### src/rtl/hd_mux_rr_if.sv
// Handshake bundle between N_CH upstream channels, the mux, and one downstream sink.
// The mux uses the slave view; the producer/consumer side uses the master view.
interface hd_mux_rr_if #(
  parameter int N_CH  = 4,
  parameter int WIDTH = 8
);
  localparam int SELW = (N_CH > 1) ? $clog2(N_CH) : 1;

  logic [N_CH*WIDTH-1:0] a;
  logic [N_CH-1:0]       a_vld;
  logic [N_CH-1:0]       a_rdy;
  logic [SELW-1:0]       sl;
  logic [WIDTH-1:0]      z;
  logic                  z_vld;
  logic                  z_rdy;
  logic [SELW-1:0]       z_ch;

  modport master (
    output a, a_vld, sl, z_rdy,
    input  a_rdy, z, z_vld, z_ch
  );

  modport slave (
    input  a, a_vld, sl, z_rdy,
    output a_rdy, z, z_vld, z_ch
  );
endinterface

### src/rtl/hd_mux_rr.sv
// N-channel valid/ready mux with a one-deep registered output stage.
// Arbitration is round-robin, fixed lowest-index priority, or direct select via sl.
module hd_mux_rr #(
  parameter int N_CH  = 4,
  parameter int WIDTH = 8,
  parameter int MODE  = 0
) (
  input logic         clk,
  input logic         rst,
  hd_mux_rr_if.slave  bus
);
  localparam int SELW = (N_CH > 1) ? $clog2(N_CH) : 1;

  logic [WIDTH-1:0] z_q;
  logic             z_vld_q;
  logic [SELW-1:0]  z_ch_q;
  logic [SELW-1:0]  ptr_q;

  logic             load_ok;
  logic             gnt_found;
  logic [SELW-1:0]  gnt_idx;
  logic [WIDTH-1:0] gnt_data;
  logic             xfer;

  // The output register can take a new beat when empty or being drained this cycle.
  assign load_ok = !z_vld_q || bus.z_rdy;
  assign xfer    = !rst && load_ok && gnt_found;

  // NOTE: every signal assigned here gets a default first so no latch is inferred.
  always_comb begin
    gnt_found = 1'b0;
    gnt_idx   = '0;
    if (MODE == 2) begin
      for (int i = 0; i < N_CH; i++) begin
        if (bus.a_vld[i] && bus.sl == SELW'(i)) begin
          gnt_found = 1'b1;
          gnt_idx   = SELW'(i);
        end
      end
    end else begin
      // Round-robin: first scan channels at/above ptr, then wrap to the lowest.
      if (MODE == 0) begin
        for (int i = 0; i < N_CH; i++) begin
          if (!gnt_found && bus.a_vld[i] && SELW'(i) >= ptr_q) begin
            gnt_found = 1'b1;
            gnt_idx   = SELW'(i);
          end
        end
      end
      for (int i = 0; i < N_CH; i++) begin
        if (!gnt_found && bus.a_vld[i]) begin
          gnt_found = 1'b1;
          gnt_idx   = SELW'(i);
        end
      end
    end
  end

  always_comb begin
    gnt_data  = '0;
    bus.a_rdy = '0;
    for (int i = 0; i < N_CH; i++) begin
      if (gnt_idx == SELW'(i)) begin
        gnt_data     = bus.a[i*WIDTH +: WIDTH];
        bus.a_rdy[i] = xfer;
      end
    end
  end

  // NOTE: sequential state uses non-blocking assignments so all registers update together.
  always_ff @(posedge clk or posedge rst) begin
    if (rst) begin
      z_q     <= '0;
      z_vld_q <= 1'b0;
      z_ch_q  <= '0;
      ptr_q   <= '0;
    end else if (xfer) begin
      z_q     <= gnt_data;
      z_ch_q  <= gnt_idx;
      z_vld_q <= 1'b1;
      if (MODE == 0) begin
        ptr_q <= (gnt_idx == SELW'(N_CH - 1)) ? '0 : gnt_idx + SELW'(1);
      end
    end else if (bus.z_rdy) begin
      z_vld_q <= 1'b0;
    end
  end

  assign bus.z     = z_q;
  assign bus.z_vld = z_vld_q;
  assign bus.z_ch  = z_ch_q;
endmodule

### src/flat_wrapper.sv
// flat-port wrapper written by rule: the top's interface ports become plain ports
module hd_mux_rr_flat 
#(
  parameter int N_CH  = 4,
  parameter int WIDTH = 8,
  parameter int MODE  = 0
)
  (clk, rst, bus_a, bus_a_vld, bus_sl, bus_z_rdy, bus_a_rdy, bus_z, bus_z_vld, bus_z_ch);
  hd_mux_rr_if #(.N_CH(N_CH), .WIDTH(WIDTH)) bus_i ();
  input logic clk;
  input logic rst;
  input wire logic [$bits(bus_i.a)-1:0] bus_a;
  input wire logic [$bits(bus_i.a_vld)-1:0] bus_a_vld;
  input wire logic [$bits(bus_i.sl)-1:0] bus_sl;
  input wire logic [$bits(bus_i.z_rdy)-1:0] bus_z_rdy;
  output wire logic [$bits(bus_i.a_rdy)-1:0] bus_a_rdy;
  output wire logic [$bits(bus_i.z)-1:0] bus_z;
  output wire logic [$bits(bus_i.z_vld)-1:0] bus_z_vld;
  output wire logic [$bits(bus_i.z_ch)-1:0] bus_z_ch;
  assign bus_i.a = bus_a;
  assign bus_i.a_vld = bus_a_vld;
  assign bus_i.sl = bus_sl;
  assign bus_i.z_rdy = bus_z_rdy;
  assign bus_a_rdy = bus_i.a_rdy;
  assign bus_z = bus_i.z;
  assign bus_z_vld = bus_i.z_vld;
  assign bus_z_ch = bus_i.z_ch;
  hd_mux_rr #(.N_CH(N_CH), .WIDTH(WIDTH), .MODE(MODE)) u_core (.clk(clk), .rst(rst), .bus(bus_i));
endmodule
### config.mk
export PLATFORM = sky130hd
export DESIGN_NAME = hd_mux_rr_flat
export DESIGN_NICKNAME = d
export VERILOG_FILES = /design/src/rtl/hd_mux_rr_if.sv /design/src/rtl/hd_mux_rr.sv /design/src/flat_wrapper.sv
export SDC_FILE = /design/constraint.sdc
export NUM_CORES = 1
export LEC_CHECK = 0
export ABC_CLOCK_PERIOD_IN_PS = 7300
export CORE_ASPECT_RATIO = 0.75
export CORE_MARGIN = 2
export CORE_UTILIZATION = 40
export DETAILED_ROUTE_END_ITERATION = 6
export GPL_TIMING_DRIVEN = 0
export HOLD_SLACK_MARGIN = 0.15
export PLACE_DENSITY = 0.84
export SYNTH_ARGS = -nofsm -noshare
export SYNTH_HDL_FRONTEND = slang
export SYNTH_SLANG_ARGS = --single-unit
### constraint.sdc
create_clock -name clk -period 7.3 [get_ports clk]
set_input_delay 2.19 -clock clk [delete_from_list [all_inputs] [get_ports clk]]
set_output_delay 2.19 -clock clk [all_outputs]
set_load 0.03 [all_outputs]
==> impl_summary.md <==
STA
The total setup violations reported at the end of the flow is 0. The time the worst path needs with I/O delays and setup is about 7 ns. The largest clock skew in the final design is 0.00553 ns. Setup repair after global routing left no endpoint under its margin. The max-slew violation count is 0. The worst pin sits at a relative slew slack of 67.9%. The post-route setup TNS is 0 ns. Based on the critical path, the design can be clocked at up to 141 MHz.

The worst path uses 97.1% of the clock period. The number of hold violations in the final report is 0. The slew at the pin closest to its max-slew limit is around 0.48 ns.

Synthesis
The average instance in the mapped netlist occupies 9.40 sq um. By area the synthesized netlist is led by dfrtp_1 34%, a31oi_2 9.1%, a221o_1 7.3%. In this run, synthesis produced a sequential element count of 13. Counting every instance in the synthesized netlist gives about 100.

The area of the mapped netlist is ~960 sq um. After synthesis, the netlist uses 26 different library cells. Synthesis produced a netlist with a net count of 147. During synthesis, Yosys emitted a total of 0 warnings.

The proportion of synthesized flip-flops having asynchronous set or reset is 100%. The number of flops mapped to enable cells by yosys is 0. After synthesis, the largest area contributor takes up 33.9% of total cell area.

The share of the Yosys chip area taken by registers is 33.9%. The main flop type after synthesis is dfrtp_1. The cell accounting for the most synthesized area is dfrtp_1.

Clocking
After clock tree synthesis, the repair step resized 0 gates. CTS built an H-tree with a depth of 1. The TritonCTS clock tree is done. The number of clock buffers inserted by TritonCTS is 3. The insertion delay of the later-clocked pin in the worst-skew pair is 0.28 ns. In this run the deepest clock path goes through 2 buffers. Buffers inserted to repair hold after CTS numbered 0. The number of clock sinks is 13. After clock tree synthesis, the clock-pin slew on the worst setup and hold paths is ~0.08 ns.

Buffers added to address setup during post-CTS repair amount to 0. The clock root buffer is clkbuf_4.

Route
For this block, the initial DRC count from the detailed router was 36. The detail route stage leaves a number of antenna-violating nets equal to 0. The first detailed-routing pass took 4 iterations. For this run, design rule violations remaining after detail routing come to 0.

The mean number of vias per cell is around 5. The via count is 967. The post-detailed-route wirelength per cell is 13.4 um. Wires add up to 2580 um.

Power and ir drop
The maximum vdd drop is 125 uV. Summed over all cells, the static leakage comes to 0.609 nW. The total power after layout is just under 0.0005 W. Power spread over the standard cell area amounts to 312 nW/um^2.

Critical path
By startpoint and endpoint, the worst setup path is classified as input pin to output pin. The largest single stage delay on the critical path is 0.68 ns. Broken down by cell family, the worst path's largest delay share belongs to buffers and inverters. For the worst setup path, the data arrival time is roughly 4.9 ns. In this run the worst path has a maximum fanout of 10.

The cell occurring most often along the worst timing path is clkdlybuf4s50_1. The worst setup path is launched from an input pin. The critical path contains buffers and inverters numbering 3 combined. The slowest stage cell on the critical path is clkdlybuf4s50_1. The required time of the critical path is 5.11 ns. Across all register-to-register paths, the minimum setup slack is 4.82 ns. Traced cell by cell, the critical path runs through clkdlybuf4s50_1 -> mux2i_1 -> o22ai_1 -> nor2_1 -> ha_1 -> clkbuf_1 -> and2_1 -> clkdlybuf4s50_1.

The capturing element type of the critical path is an output pin.

Finish
The number of inserted diodes is 0. After filler insertion, the fill cell instance count of the layout stands at 210. After the last flow step, the layout net total stands at 205.

The share of layout cells above drive strength 1 is about an eighth. After routing the design area is ~1600 sq um. The area growth from synthesis to final layout is 62.5%.

Floorplan
The floorplan step defined a die boundary enclosing 2810 sq um. The placeable core region is 2290 sq um. In this run the core area contains 15 standard-cell rows. The number of top-level pins is 56. The die is about 46 um tall. The starting density of the core is 41.9%.

The floorplan step set the die width to between 60 and 70 um.

Global routing
The number of global-route vias before repair is ~930. The first global-routing pass estimated 4230 um of wire. In the global route stage, overall resource usage came out at 20.9%. After global routing the overflow that remains totals 0.

The initial antenna violation count is 0. Entering global routing, the biggest net connects 14 pins.

Run status
The run finished with clean final reports.

Place
The placed standard-cell area is 1530 sq um. The half-perimeter wire length of the detailed placement result is 2180 um. Routability-driven placement finished with a final weighted congestion of 0.735. The number of port buffers is 53.

Flow run
Across the run, the number of max-cap violations was 0.

Worst hold path
The path class of the tightest hold or removal check is flip-flop to flip-flop.
==> power by group <==
group	leakage [nW]	total, W	switching [W]	internal [W]
logic	0.446	0.000316	0.000173	0.000144
clock network	0.0150	0.0000459	0.0000246	0.0000212
registers	0.149	0.000123	0.0000204	0.000102
total	0.609	0.000485	0.000218	0.000268
==> worst paths after layout <==
check / cells past startpoint / to / from
max in group asynchronous: 2 / u_core.bus.z[2] / rst
worst min register to register: 1 / u_core.bus.z_ch[0] / u_core.bus.z_ch[0]
worst min-delay path: 1 / u_core.bus.z_ch[0] / u_core.bus.z_ch[0]
worst max-delay path: 8 / bus_a_rdy[3] / bus_a_vld[2]
worst max register to register: 10 / u_core.bus.z[5] / u_core.ptr_q[1]
min in group asynchronous: 2 / u_core.bus.z_vld / rst
==> registers in the layout, summed over array words and instances (netlist names) <==
signal and flops:
u_core.bus.z 8, u_core.bus.z_ch 2, u_core.bus.z_vld 1, u_core.ptr_q 2
==> layout by cell type (no fill, tap or decap), types with 5 or more instances in the layout <==
master / Yosys / layout
nor2_1: 10 / 10
a21oi_1: 5 / 5
dfrtp_1: 13 / 13
clkdlybuf4s50_1: 0 / 53
nand2_1: 9 / 9
a221o_1: 7 / 7
a31oi_2: 7 / 7
nand2b_1: 9 / 9
inv_1: 6 / 6
nand3_1: 7 / 7
==> cells in the mapped netlist, types with 2 or more instances <==
master and count:
o21ai_0 2, a221o_1 7, ha_1 4, and2_1 4, inv_1 6, nand3_1 7, mux2_2 3, buf_6 2
nor2_1 10, nand2b_1 9, nand2_1 9, a21oi_1 5, dfrtp_1 13, a31oi_2 7, clkbuf_1 3
==> cells by family (layout without fill, tap and decap cells) <==
family,Yosys count,in the layout,synth area share (%)
and+or+nand+nor,43,43,25.2
DFF,13,13,33.9
AOI/OAI and AO/OA,26,26,24.7
muxes,4,4,4.57
adders and majority gates,4,4,5.22
buffers and inverters,12,69,6.40
==> layout make-up <==
type	instances	area, sq um	share of cell area (%)
Buffer	6	38.8	2.49
Clock buffer	4	26.3	1.69
Inverter	6	22.5	1.45
Multi-Input combinational cell	77	572	36.7
Sequential cell	13	325	20.9
Tap cell	34	42.5	2.73
Timing Repair Buffer	53	531	34.1
==> layer usage <==
metal	GRT usage [%]	wire length (um)	vias to the layer above
li1	-	-	479
met2	35.7	1280	44
met5	0	0	-
met4	9.13	35	0
met3	2.25	153	4
met1	27.0	1120	440
==> through the flow <==
step | util, % | instances | setup WS, ns | hold slack [ns]
6_report | 68.0 | 193 | 0.209 | 0.511
5_1_grt | 68.0 | 193 | 0.0627 | 0.522
4_1_cts | 68.0 | 193 | 0.253 | 0.516
3_5_place_dp | 66.9 | 189 | 0.242 | 0.497
3_3_place_gp | 66.9 | 189 | 0.354 | 0.492
2_1_floorplan | - | 102 | 1.66 | 0.561
Power figures use the tool's default switching activity.
